==> src/rtl/dna_pkg.sv <==
// rtl/dna_pkg.sv - base encodings, FSM states and the adjacency rule for dna_tree_search
package dna_pkg;

    localparam logic [1:0] A = 2'd0;
    localparam logic [1:0] C = 2'd1;
    localparam logic [1:0] G = 2'd2;
    localparam logic [1:0] T = 2'd3;

    typedef enum logic [2:0] {
        IDLE,
        DRAIN,
        SEED,
        FETCH,
        EXPAND,
        EMIT,
        DONE
    } state_t;

    // The first base of a codeword has no predecessor, so any base is allowed there.
    function automatic logic base_ok(input logic [1:0] prev, input logic [1:0] b, input int unsigned k);
        return (k == 0) || (b != prev);
    endfunction

endpackage

==> src/rtl/dna_tree_search.sv <==
// rtl/dna_tree_search.sv - depth-first enumeration of DNA codewords with no repeated adjacent base
module dna_tree_search
    import dna_pkg::*;
#(
    parameter int DATA_WIDTH = 32,
    parameter int CODE_BITS  = 6,
    parameter int K_W        = $clog2(DATA_WIDTH + 1)
) (
    input  logic                  clk,
    input  logic                  rst,
    input  logic                  start,
    output logic                  stk_push,
    output logic                  stk_pop,
    output logic [DATA_WIDTH-1:0] stk_data,
    output logic [K_W-1:0]        stk_k,
    input  logic [DATA_WIDTH-1:0] stk_top_data,
    input  logic [K_W-1:0]        stk_top_k,
    input  logic                  stk_full,
    input  logic                  stk_empty,
    output logic [DATA_WIDTH-1:0] out_word,
    output logic                  out_valid,
    input  logic                  out_ready,
    output logic                  busy,
    output logic                  done,
    output logic                  overflow,
    output logic [15:0]           word_count
);

    localparam logic [K_W-1:0] CODE_K = K_W'(CODE_BITS);

    state_t                  state;
    logic [DATA_WIDTH-1:0]   pfx;
    logic [K_W-1:0]          k;
    logic [1:0]              b;
    logic                    cand_ok;

    assign cand_ok = base_ok(pfx[1:0], b, 32'(k));

    // Stack strobes must react to this cycle's empty/full flags, so they are decoded from state.
    always_comb begin
        stk_push = 1'b0;
        stk_pop  = 1'b0;
        stk_data = '0;
        stk_k    = '0;
        case (state)
            DRAIN:  stk_pop  = !stk_empty;
            SEED:   stk_push = 1'b1;
            FETCH:  stk_pop  = !stk_empty;
            EXPAND: begin
                if (cand_ok && !stk_full) begin
                    stk_push = 1'b1;
                    stk_data = {pfx[DATA_WIDTH-3:0], b};
                    stk_k    = k + K_W'(2);
                end
            end
            default: ;
        endcase
    end

    always_ff @(posedge clk) begin
        if (rst) begin
            state      <= IDLE;
            pfx        <= '0;
            k          <= '0;
            b          <= A;
            out_word   <= '0;
            out_valid  <= 1'b0;
            busy       <= 1'b0;
            done       <= 1'b0;
            overflow   <= 1'b0;
            word_count <= '0;
        end else begin
            case (state)
                IDLE: begin
                    if (start) begin
                        overflow   <= 1'b0;
                        word_count <= '0;
                        busy       <= 1'b1;
                        state      <= DRAIN;
                    end
                end
                DRAIN: begin
                    if (stk_empty) state <= SEED;
                end
                SEED: state <= FETCH;
                FETCH: begin
                    if (stk_empty) begin
                        done  <= 1'b1;
                        state <= DONE;
                    end else begin
                        pfx <= stk_top_data;
                        k   <= stk_top_k;
                        if (stk_top_k == CODE_K) begin
                            out_word  <= stk_top_data;
                            out_valid <= 1'b1;
                            state     <= EMIT;
                        end else begin
                            b     <= T;
                            state <= EXPAND;
                        end
                    end
                end
                EXPAND: begin
                    if (cand_ok && stk_full) begin
                        overflow <= 1'b1;
                        done     <= 1'b1;
                        state    <= DONE;
                    end else if (b == A) begin
                        state <= FETCH;
                    end else begin
                        b <= b - 2'd1;
                    end
                end
                EMIT: begin
                    if (out_ready) begin
                        out_valid <= 1'b0;
                        if (word_count != 16'hFFFF) word_count <= word_count + 16'd1;
                        state <= FETCH;
                    end
                end
                DONE: begin
                    done  <= 1'b0;
                    busy  <= 1'b0;
                    state <= IDLE;
                end
                default: state <= IDLE;
            endcase
        end
    end

endmodule

==> config.mk <==
export PLATFORM = sky130hd
export DESIGN_NAME = dna_tree_search
export DESIGN_NICKNAME = d
export VERILOG_FILES = /design/src/rtl/dna_pkg.sv /design/src/rtl/dna_tree_search.sv
export SDC_FILE = /design/constraint.sdc
export NUM_CORES = 1
export LEC_CHECK = 0
export ABC_AREA = 1
export ABC_CLOCK_PERIOD_IN_PS = 1900
export CELL_PAD_IN_SITES_DETAIL_PLACEMENT = 1
export CELL_PAD_IN_SITES_GLOBAL_PLACEMENT = 1
export CORE_MARGIN = 5
export CORE_UTILIZATION = 33
export DETAILED_ROUTE_END_ITERATION = 8
export PLACE_DENSITY_LB_ADDON = 0.1
export REMOVE_ABC_BUFFERS = 1
export SLEW_MARGIN = 20
export SYNTH_ARGS = -nofsm -noshare
export SYNTH_HDL_FRONTEND = slang
export SYNTH_SLANG_ARGS = --single-unit
==> constraint.sdc <==
create_clock -name clk -period 1.9 [get_ports clk]
set_input_delay 0.38 -clock clk [delete_from_list [all_inputs] [get_ports clk]]
set_output_delay 0.38 -clock clk [all_outputs]
set_load 0.02 [all_outputs]
==> After elaboration in Yosys (flattened, before gate mapping) <==
Cells that the tools add are included.
{ "word_totals": {"output_inout_bits": 92, "ram_bits": 0, "wordCells": 94, "in_bits": 44, "mem_bits_ro": 0, "mem_count": 0, "latchBits": 0, "reg_bits": 93} }
{ "classes": {"n_mul": 0, "n_eq_ne": 21, "shift": 0, "n_mux": 35, "n_bitwise": 1, "n_addsub": 3, "n_lt_le_gt_ge": 0, "reduce_logical": 24, "n_div": 0} }
{ "ops": {"columns": ["cell", "n"], "rows": [
  ["2-to-1 mux 32 bit", 2],
  ["2-to-1 mux 16 bit", 3],
  ["one-hot mux 16 bit (2 select lines)", 1],
  ["!= test 2 bit, second input constant", 11],
  ["one-hot mux 3 bit (6 select lines)", 1],
  ["adder 16 x 1 -> 16 bit, second input constant", 1],
  ["!= test 16 bit, second input constant", 1],
  ["2-to-1 mux 3 bit", 5],
  ["2-to-1 mux 6 bit", 2],
  ["AND reduction 4 bit", 3],
  ["2-to-1 mux 1 bit", 10],
  ["2-to-1 mux 2 bit", 5],
  ["nonzero test 2 bit", 5],
  ["equality test 3 bit, second input constant", 3],
  ["AND reduction 3 bit", 3],
  ["one-hot mux 1 bit (2 select lines)", 4],
  ["adder 6 x 2 -> 6 bit, second input constant", 1],
  ["equality test 3 x 2 -> 1 bit, second input constant", 2],
  ["equality test 6 x 3 -> 1 bit, second input constant", 1],
  ["logical NOT 6 bit", 1],
  ["AND reduction 5 bit", 1],
  ["one-hot mux 2 bit (2 select lines)", 1],
  ["AND reduction 2 bit", 2],
  ["equality test 3 x 1 -> 1 bit, second input constant", 1],
  ["12 further kinds", 14]
]} }

==> Longest topological paths before layout <==
{ "logic_depth": {"depth_word": 5, "mapped_depth": 12} }

==> Worst setup path after synthesis <==
OpenSTA, ideal clock, no wires.
{ "synth_timing": {"path_type": "register -> output", "from": "reg state[0]", "to": "out stk_data[22]", "arrival_ps": 1373, "path_buffers": 2, "required_time_ps": 1520, "stages_incl_launch_ff": 8, "path_slack_ps": 147, "cell_sequence": "dfxtp_1 nor2_1 nand2_1 nor2_1 nand2_1 buf_2 buf_2 nor2_1"} }
{ "synth_via": {"elab_chain_cells": 2} }
{ "synth_lines": {"columns": ["element", "line_no", "source"], "rows": [
  ["start, declared", "dna_tree_search.sv:31", "state_t state;"],
  ["start signal, assigned", "dna_tree_search.sv:62", "state <= IDLE;"],
  ["start signal, assigned", "dna_tree_search.sv:79", "state <= DRAIN;"],
  ["start signal, assigned", "dna_tree_search.sv:83", "if (stk_empty) state <= SEED;"],
  ["equality test 3 bit", "dna_tree_search.sv:45", "case (state)"],
  ["2-to-1 mux 32 bit", "dna_tree_search.sv:45", null],
  ["end, declared", "dna_tree_search.sv:14", "output logic [DATA_WIDTH-1:0] stk_data,"]
]} }
Every way passes these cells.

==> Worst setup path after layout <==
{ "layout_timing": {"from": "reg k[0]", "to": "out stk_data[0]"} }
{ "layout_via": {"elab_chain_cells": 5} }
{ "layout_lines": {"columns": ["element", "line_no", "source"], "rows": [
  ["start, declared", "dna_tree_search.sv:33", "logic [K_W-1:0] k;"],
  ["start signal, assigned", "dna_tree_search.sv:92", "k <= stk_top_k;"],
  ["logical NOT 6 bit", "dna_pkg.sv:21", "return (k == 0) || (b != prev);"],
  ["logical OR 1 bit", "dna_pkg.sv:21", null],
  ["logical AND 1 bit", "dna_tree_search.sv:50", "if (cand_ok && !stk_full) begin"],
  ["2-to-1 mux 32 bit", "dna_tree_search.sv:50", null],
  ["2-to-1 mux 32 bit", "dna_tree_search.sv:45", null]
]} }
Every way passes these cells.

==> flow_summary.toml <==
[run_status]
status = "finished, violations left"
violations = "negative setup slack"

[final_layout]
final_cells = 936
drive_above_1_share = 0.2962
area_delta_synth_final_pct = 61.08
multi_input_area_um2 = 2165
final_core_util = 0.5427
nets = 807
final_common_cell = "clkdlybuf4s50_1"
regArea_um2 = 1872
layout_common_cells = "clkdlybuf4s50_1 (94), inv_1 (93), dfxtp_1 (85)"
n_fill_cell = 1534

[hold_path]
hold_start = "pfx[25]"
worstHoldEndpoint = "pfx[25]"
hold_path.class = "reg -> reg"
worst_hold_path.num_cells = 2

[floorplan]
die_h_um = 123.7
fp.dieW_um = 123.7
initial_core_util = 0.3369
rows = 41
pin_count = 136
core_area_um2 = 12670
die_area_um2 = 15310

[cts]
cts_buffer_depth = 2
path_clk_slew_ps = 70
cts.htree.levels = 3
cts_root_buf = "clkbuf_16"
cts_tree = "done"
cts_sinks = 93
clk_latency_ps = 350
cts_buffers = 9

[sta]
hold_violations = 0
skew_ps = 8.083
tightest_slew_ps = 476.8
post-route-min-period_ps = 2064
finalSetupViolCount = 38
hold_ws_ps = 457.3
setup_slack_ps = -163.6
timing.final.crit_share = 1.086
rsz0062_at_grt = "yes"
timing.fmax_ghz = 0.4846
maxSlewViolCount = 0
slew_headroom = 0.6822

[synthesis]
netlist_instances = 579
synth_seq_cells = 93
synth-seq-area-share = 0.4361
synth_top_area_share = 0.4361
yosysWarnings = 0
synthTopCellsByArea = "dfxtp_1 (44%), nor2_1 (9.9%), a211oi_2 (8.8%)"
synth.avg_cell_area_um2 = 7.373
syn_area_um2 = 4269
synth.distinct_cells = 29
yosysTopAreaCell = "dfxtp_1"

[placed_design]
dpl.cell_count = 903
portBuffers = 135
pre_cts_slack_ps = -486.6
hpwl_um = 10510
gp_congestion = 0.8419

[drt]
viasPerCell = 4.752
wire_per_inst_um = 16.35
ant_nets = 0
vias = 4448
drc_errors = 0
firstDrtPassIters = 4
drt_iter0_drc = 187
wl_um = 15310

[flow_run]
drv_cap = 0

[worst_setup_path]
cp.arrival_ps = 1680
startpoint_type = "register"
rr_endpoint = "state[1]"
rr_startpoint = "state[1]"
max_stage_delay_ps = 320
ff2ff_path_depth = 11
path_max_fanout = 6
rrSetupSlack_ps = 80
cp.required_ps = 1520
crit_buf_inv = 3
critPathTopFamily = "simple AND/OR/NAND/NOR gates"
setup.worst_path.end_class = "primary output"
worstPathCellList = "nor2_1 -> nand3_1 -> nand2_2 -> nand2_4 -> buf_12 -> buf_16 -> nor2_2 -> buf_6"
critPathSlowestCell = "dfxtp_1"
worstSetupPathType = "reg -> out"

[power]
clkPwrFrac = 0.294
power_frac_comb = 0.320
swShare = 0.3283
switchingPower_mw = 1.818
vdd_ir_drop_max_v = 0.0004114
leakage_nw = 2.593
seq_power_share = 0.385
internal-power_mw = 3.720
power-per-cell-area_nw_per_um2 = 805.4

[global_routing]
grt_first_pass_wirelength_um = 23760
grt_overflow = 0
grt_usage = 0.1997
grt_max_degree = 53
antenna_found_initial = 1
grt_pass1_vias = 4733
## cell type report
class / instances / share of cell area
flip-flops and latches: 93 / 0.2722
repair buffers: 199 / 0.2886
clock buffers: 12 / 0.03439
diodes: 1 / 0.0003639
multi-input cells: 354 / 0.3148
clock inverters: 2 / 0.001820
inverters: 103 / 0.05659
well taps: 172 / 0.03130
## metrics by stage
stage	area, um2	TNS (ps)	total power, mW
6_report	6877	-2679	5.539
5_1_grt	6877	-5447	5.841
4_1_cts	6655	-3481	5.383
3_5_place_dp	6060	-18710	3.547
3_3_place_gp	6060	-16970	3.499
2_1_floorplan	4115	-55940	2.828
## how the worst max path moves through the flow
stage              from     endpoint  slack, ps  cells after the start
4_1_cts            b[0]     stk_k[3]       -150                     10
2_1_floorplan  state[0]    out_valid      -1510                      4
3_5_place_dp   stk_full     stk_k[4]       -490                      6
6_report           k[0]  stk_data[0]       -160                      8
3_3_place_gp   stk_full  stk_data[5]       -460                      6
5_1_grt            k[3]     stk_k[3]       -230                      8
## power groups by stage
stage	registers, mW	logic, mW	clock network [mW]
after floorplan	2.21	0.617	0
after global placement	2.15	1.35	0
after detailed placement	2.16	1.39	0
after CTS	2.13	1.59	1.66
after global routing	2.15	1.92	1.78
final	2.13	1.77	1.63
## tightest hold or removal path, cell delays in order (launching register included)
cell     delay [ps]
dfxtp_1         300
inv_1            60
a21oi_1          50
## sequential cells by signal, summed over array words and instances, names as in the netlist
| signal | cells |
|---|---|
| b | 2 |
| busy | 1 |
| done | 1 |
| k | 6 |
| out_valid | 1 |
| out_word | 32 |
| overflow | 1 |
| pfx | 30 |
| state | 3 |
| word_count | 16 |
## cells by family after synthesis
kind of cell / after synthesis / synth area share
flip-flops: 93 / 0.4361
XOR/XNOR: 3 / 0.006156
adder cells (fa/ha/maj): 3 / 0.008793
AO/OA/AOI/OAI: 134 / 0.2154
buffers and inverters: 132 / 0.1266
AND/OR/NAND/NOR: 214 / 0.2069
## metal layers
metal  wire length [um]  part of all wire  GRT usage  vias up
met2               8004              0.52     0.3613       90
met5                  0                 0          0        -
met4                300             0.020    0.06505        0
met1               6099              0.40     0.2185     2128
met3                903             0.059    0.06676       22
li1                   -                 -          -     2208
## cell usage after synthesis (all sizes together)
master	number
clkbuf	12
inv	103
nand4	5
a221oi	1
o211a	1
a31oi	4
buf	17
a211oi	33
nor2	115
xnor2	1
nand3b	3
a21oi	48
nor3	5
dfxtp	93
nand2	69
ha	3
xor2	2
o21bai	1
nand3	17
o21ai	46
## repair_timing
action / in CTS / in global routing
resized for setup: 269 / 75
hold buffers: 0 / 0
hold endpoints to repair: 0 / 0
pin swaps: 5 / 17
gates cloned: 3 / 1
setup buffers: 13 / 6
endpoints found under the setup margin: 40 / 49
(Power assumes the default switching activity.)
==> edit, RTL diff (config.mk and constraints unchanged) <==
The parameter `DATA_WIDTH` goes from 32 to 128.
--- a/src/rtl/dna_tree_search.sv
+++ b/src/rtl/dna_tree_search.sv
@@ -2,7 +2,7 @@
 module dna_tree_search
     import dna_pkg::*;
 #(
-    parameter int DATA_WIDTH = 32,
+    parameter int DATA_WIDTH = 128,
     parameter int CODE_BITS  = 6,
     parameter int K_W        = $clog2(DATA_WIDTH + 1)
 ) (
Interface: changed (5 resized); port bits go from 136 to 428. The function was not compared with the original's and may differ.
==> edit against the original RTL <==
Cell count grew to 2.7 times the old value; clock skew grew 0.0048 ns; routed wire length grew to 3.0 times the old value; non-clock buffer count grew 342; cell area grew to 2.6 times the old value; setup slack lost 0.39 ns; total power grew to 2.7 times the old value; critical path type unchanged; critical endpoint is now stk_data[68]; the flow still finishes with violations (setup timing); sequential cell count grew 194; area after synthesis grew to 2.6 times the old value; first-iteration DRC count grew 81%; critical path depth grew 4.
==> edit: results (changes against the original RTL) <==
{| class="wikitable"
! Metric !! Value
|-
| Number of cells on the worst reg-to-reg path || 12 (+1)
|-
| Routing usage on met1 || 24.7% (+2.9 points)
|-
| GRT Overall Usage || 21.5% (+1.5 points)
|-
| Longest Clk Path Bufs || 3 (+1)
|-
| Count of input and output buffers || 427 (+220%)
|-
| Register-to-register path setup slack || 0.10 ns (+0.02 ns)
|-
| GR Util met3 || 6.27% (-0.41 points)
|-
| Register area || 5760 um2 (+210%)
|-
| Status || complete, but fails checks
|-
| Metal2 WL || 23200 um (+190%)
|-
| Cell type group with the largest total delay on the critical path || buffers and inverters
|-
| Leakage || 6.81 nW (+160%)
|-
| Initial antenna violation count || 5 (+4)
|-
| Type of the most critical hold path || register to register
|-
| Max VDD drop || 0.588 mV (+43%)
|-
| Crit path launch || k[6]$_SDFFE_PP0P_
|-
| Largest regs || out_word x128, pfx x126, word_count x16
|-
| Max H-tree Level || 2 (-1)
|-
| Biggest fanout along the worst timing path || 8 (+2)
|-
| Reg2Reg Capture Point || word_count[11]$_SDFFE_PP0P_
|-
| Average wire length per cell after detail routing || 18.8 um (+15%)
|-
| Fraction of the yosys area taken by sequential cells || 50.9% (+7.3 points)
|-
| Starting DRT DRC Count || 339 (+81%)
|-
| Final setup violation count || 151 (+300%)
|-
| Setup WS pre-CTS || -0.752 ns (-0.266 ns)
|-
| Largest net degree at the start of global routing || 69 (+30%)
|-
| Arrival time reported for the critical path endpoint || 2.08 ns (+0.40 ns)
|-
| Launch point of the worst reg-to-reg path || state[2]$_SDFFE_PP0P_
|-
| Clock insertion delay at the later pin of the skew report || 0.50 ns (+0.15 ns)
|-
| Final Net Count || 2157 (+170%)
|-
| Amount of wire on met3 after detailed routing || 3300 um (+270%)
|-
| Leading cell types by total area after synthesis || dfxtp_1 (51%), nor2_1 (14%), o21ai_0 (9.9%)
|-
| Worst Hold Path Cells || 2 (unchanged)
|-
| Hold Crit Endpoint || pfx[88]$_SDFFE_PP0P_
|-
| Startpoint of the worst hold path || pfx[88]$_SDFFE_PP0P_
|-
| Routability congestion estimate || 0.804 (-4.5%)
|-
| Routing usage on met2 || 38.0% (+1.9 points)
|-
| Number of fillers in the final layout || 4059 (+160%)
|-
| Netlist cell types || 30 (+3.4%)
|-
| First-pass GRT wire length || 66100 um (+180%)
|-
| Root buffer cell || clkbuf_16
|-
| Ratio of cells with drive above 1 in the final layout || 20.1% (-9.5 points)
|-
| Routed length on met1 || 18600 um (+200%)
|-
| Most frequent cells after synthesis || nor2_1 (430), dfxtp_1 (287), o21ai_0 (223)
|-
| Capture point of the worst path || stk_data[68]
|-
| Number of vias in the routed layout || 11.9k (+170%)
|-
| CTS buffer count || 34 (+25)
|-
| Slew at the pin closest to its max-slew limit || 0.383 ns (-0.0939 ns)
|-
| Final worst-path setup slack || -0.557 ns (-0.393 ns)
|-
| Failing checks || setup timing
|}
edit: changes by cell type in the layout (fill, tap and decap cells not counted), moves of 10 or more:
| cell | delta |
|---|---|
| o21ai_1 | +14 |
| nor2_4 | +18 |
| nor2_1 | +291 |
| a21oi_1 | +106 |
| o21ai_0 | +210 |
| a211oi_2 | -30 |
| dfxtp_1 | +193 |
| nor2_2 | +10 |
| nand2_1 | +10 |
| buf_12 | +16 |
| inv_1 | +65 |
| clkdlybuf4s50_1 | +195 |
| buf_4 | +115 |
| clkbuf_16 | +28 |
edit: where the power goes:
group | internal (mW) | leakage [nW] | switching [mW]
registers | 6.28 | 2.32 | 0.0954
logic | 0.991 | 3.97 | 1.34
clock network | 3.70 | 0.525 | 2.57
edit: layout make-up:
cell class | instances | share of cell area, %
diodes | 5 | 0.0689
clock buffers | 46 | 5.32
clock inverters | 10 | 0.531
inverters | 170 | 3.59
well taps | 448 | 3.09
repair buffers | 541 | 29.2
multi-input cells | 978 | 26.5
flip-flops and latches | 287 | 31.7
edit: metrics by stage:
step	instances	hold WS, ns	util (%)	TNS (ns)	area, um2
after detailed placement	2387	0.444	48.8	-112.04	16400
after global routing	2485	0.460	54.0	-72.41	18100
after global placement	2387	0.437	48.8	-106.65	16400
final	2485	0.452	54.0	-59.77	18100
after floorplan	1435	0.432	-	-716.11	10700
after CTS	2443	0.445	51.6	-72.05	17300
edit: logic make-up (layout without fill, tap and decap cells):
family	count (synthesis)	after routing	synth area share [%]
other cells	0	5	0
flops	287	287	50.9
compound gates	426	426	19.0
fa+ha+maj	3	3	0.333
simple gates	546	546	19.0
xor+xnor	3	3	0.233
buf+inv	275	767	10.5
edit: timing repair:
action | CTS | global route
endpoints found under the setup margin | 177 | 208
gates resized for setup | 341 | 525
setup buffers | 0 | 32
pin swaps | 2 | 9
cloned | 0 | 5
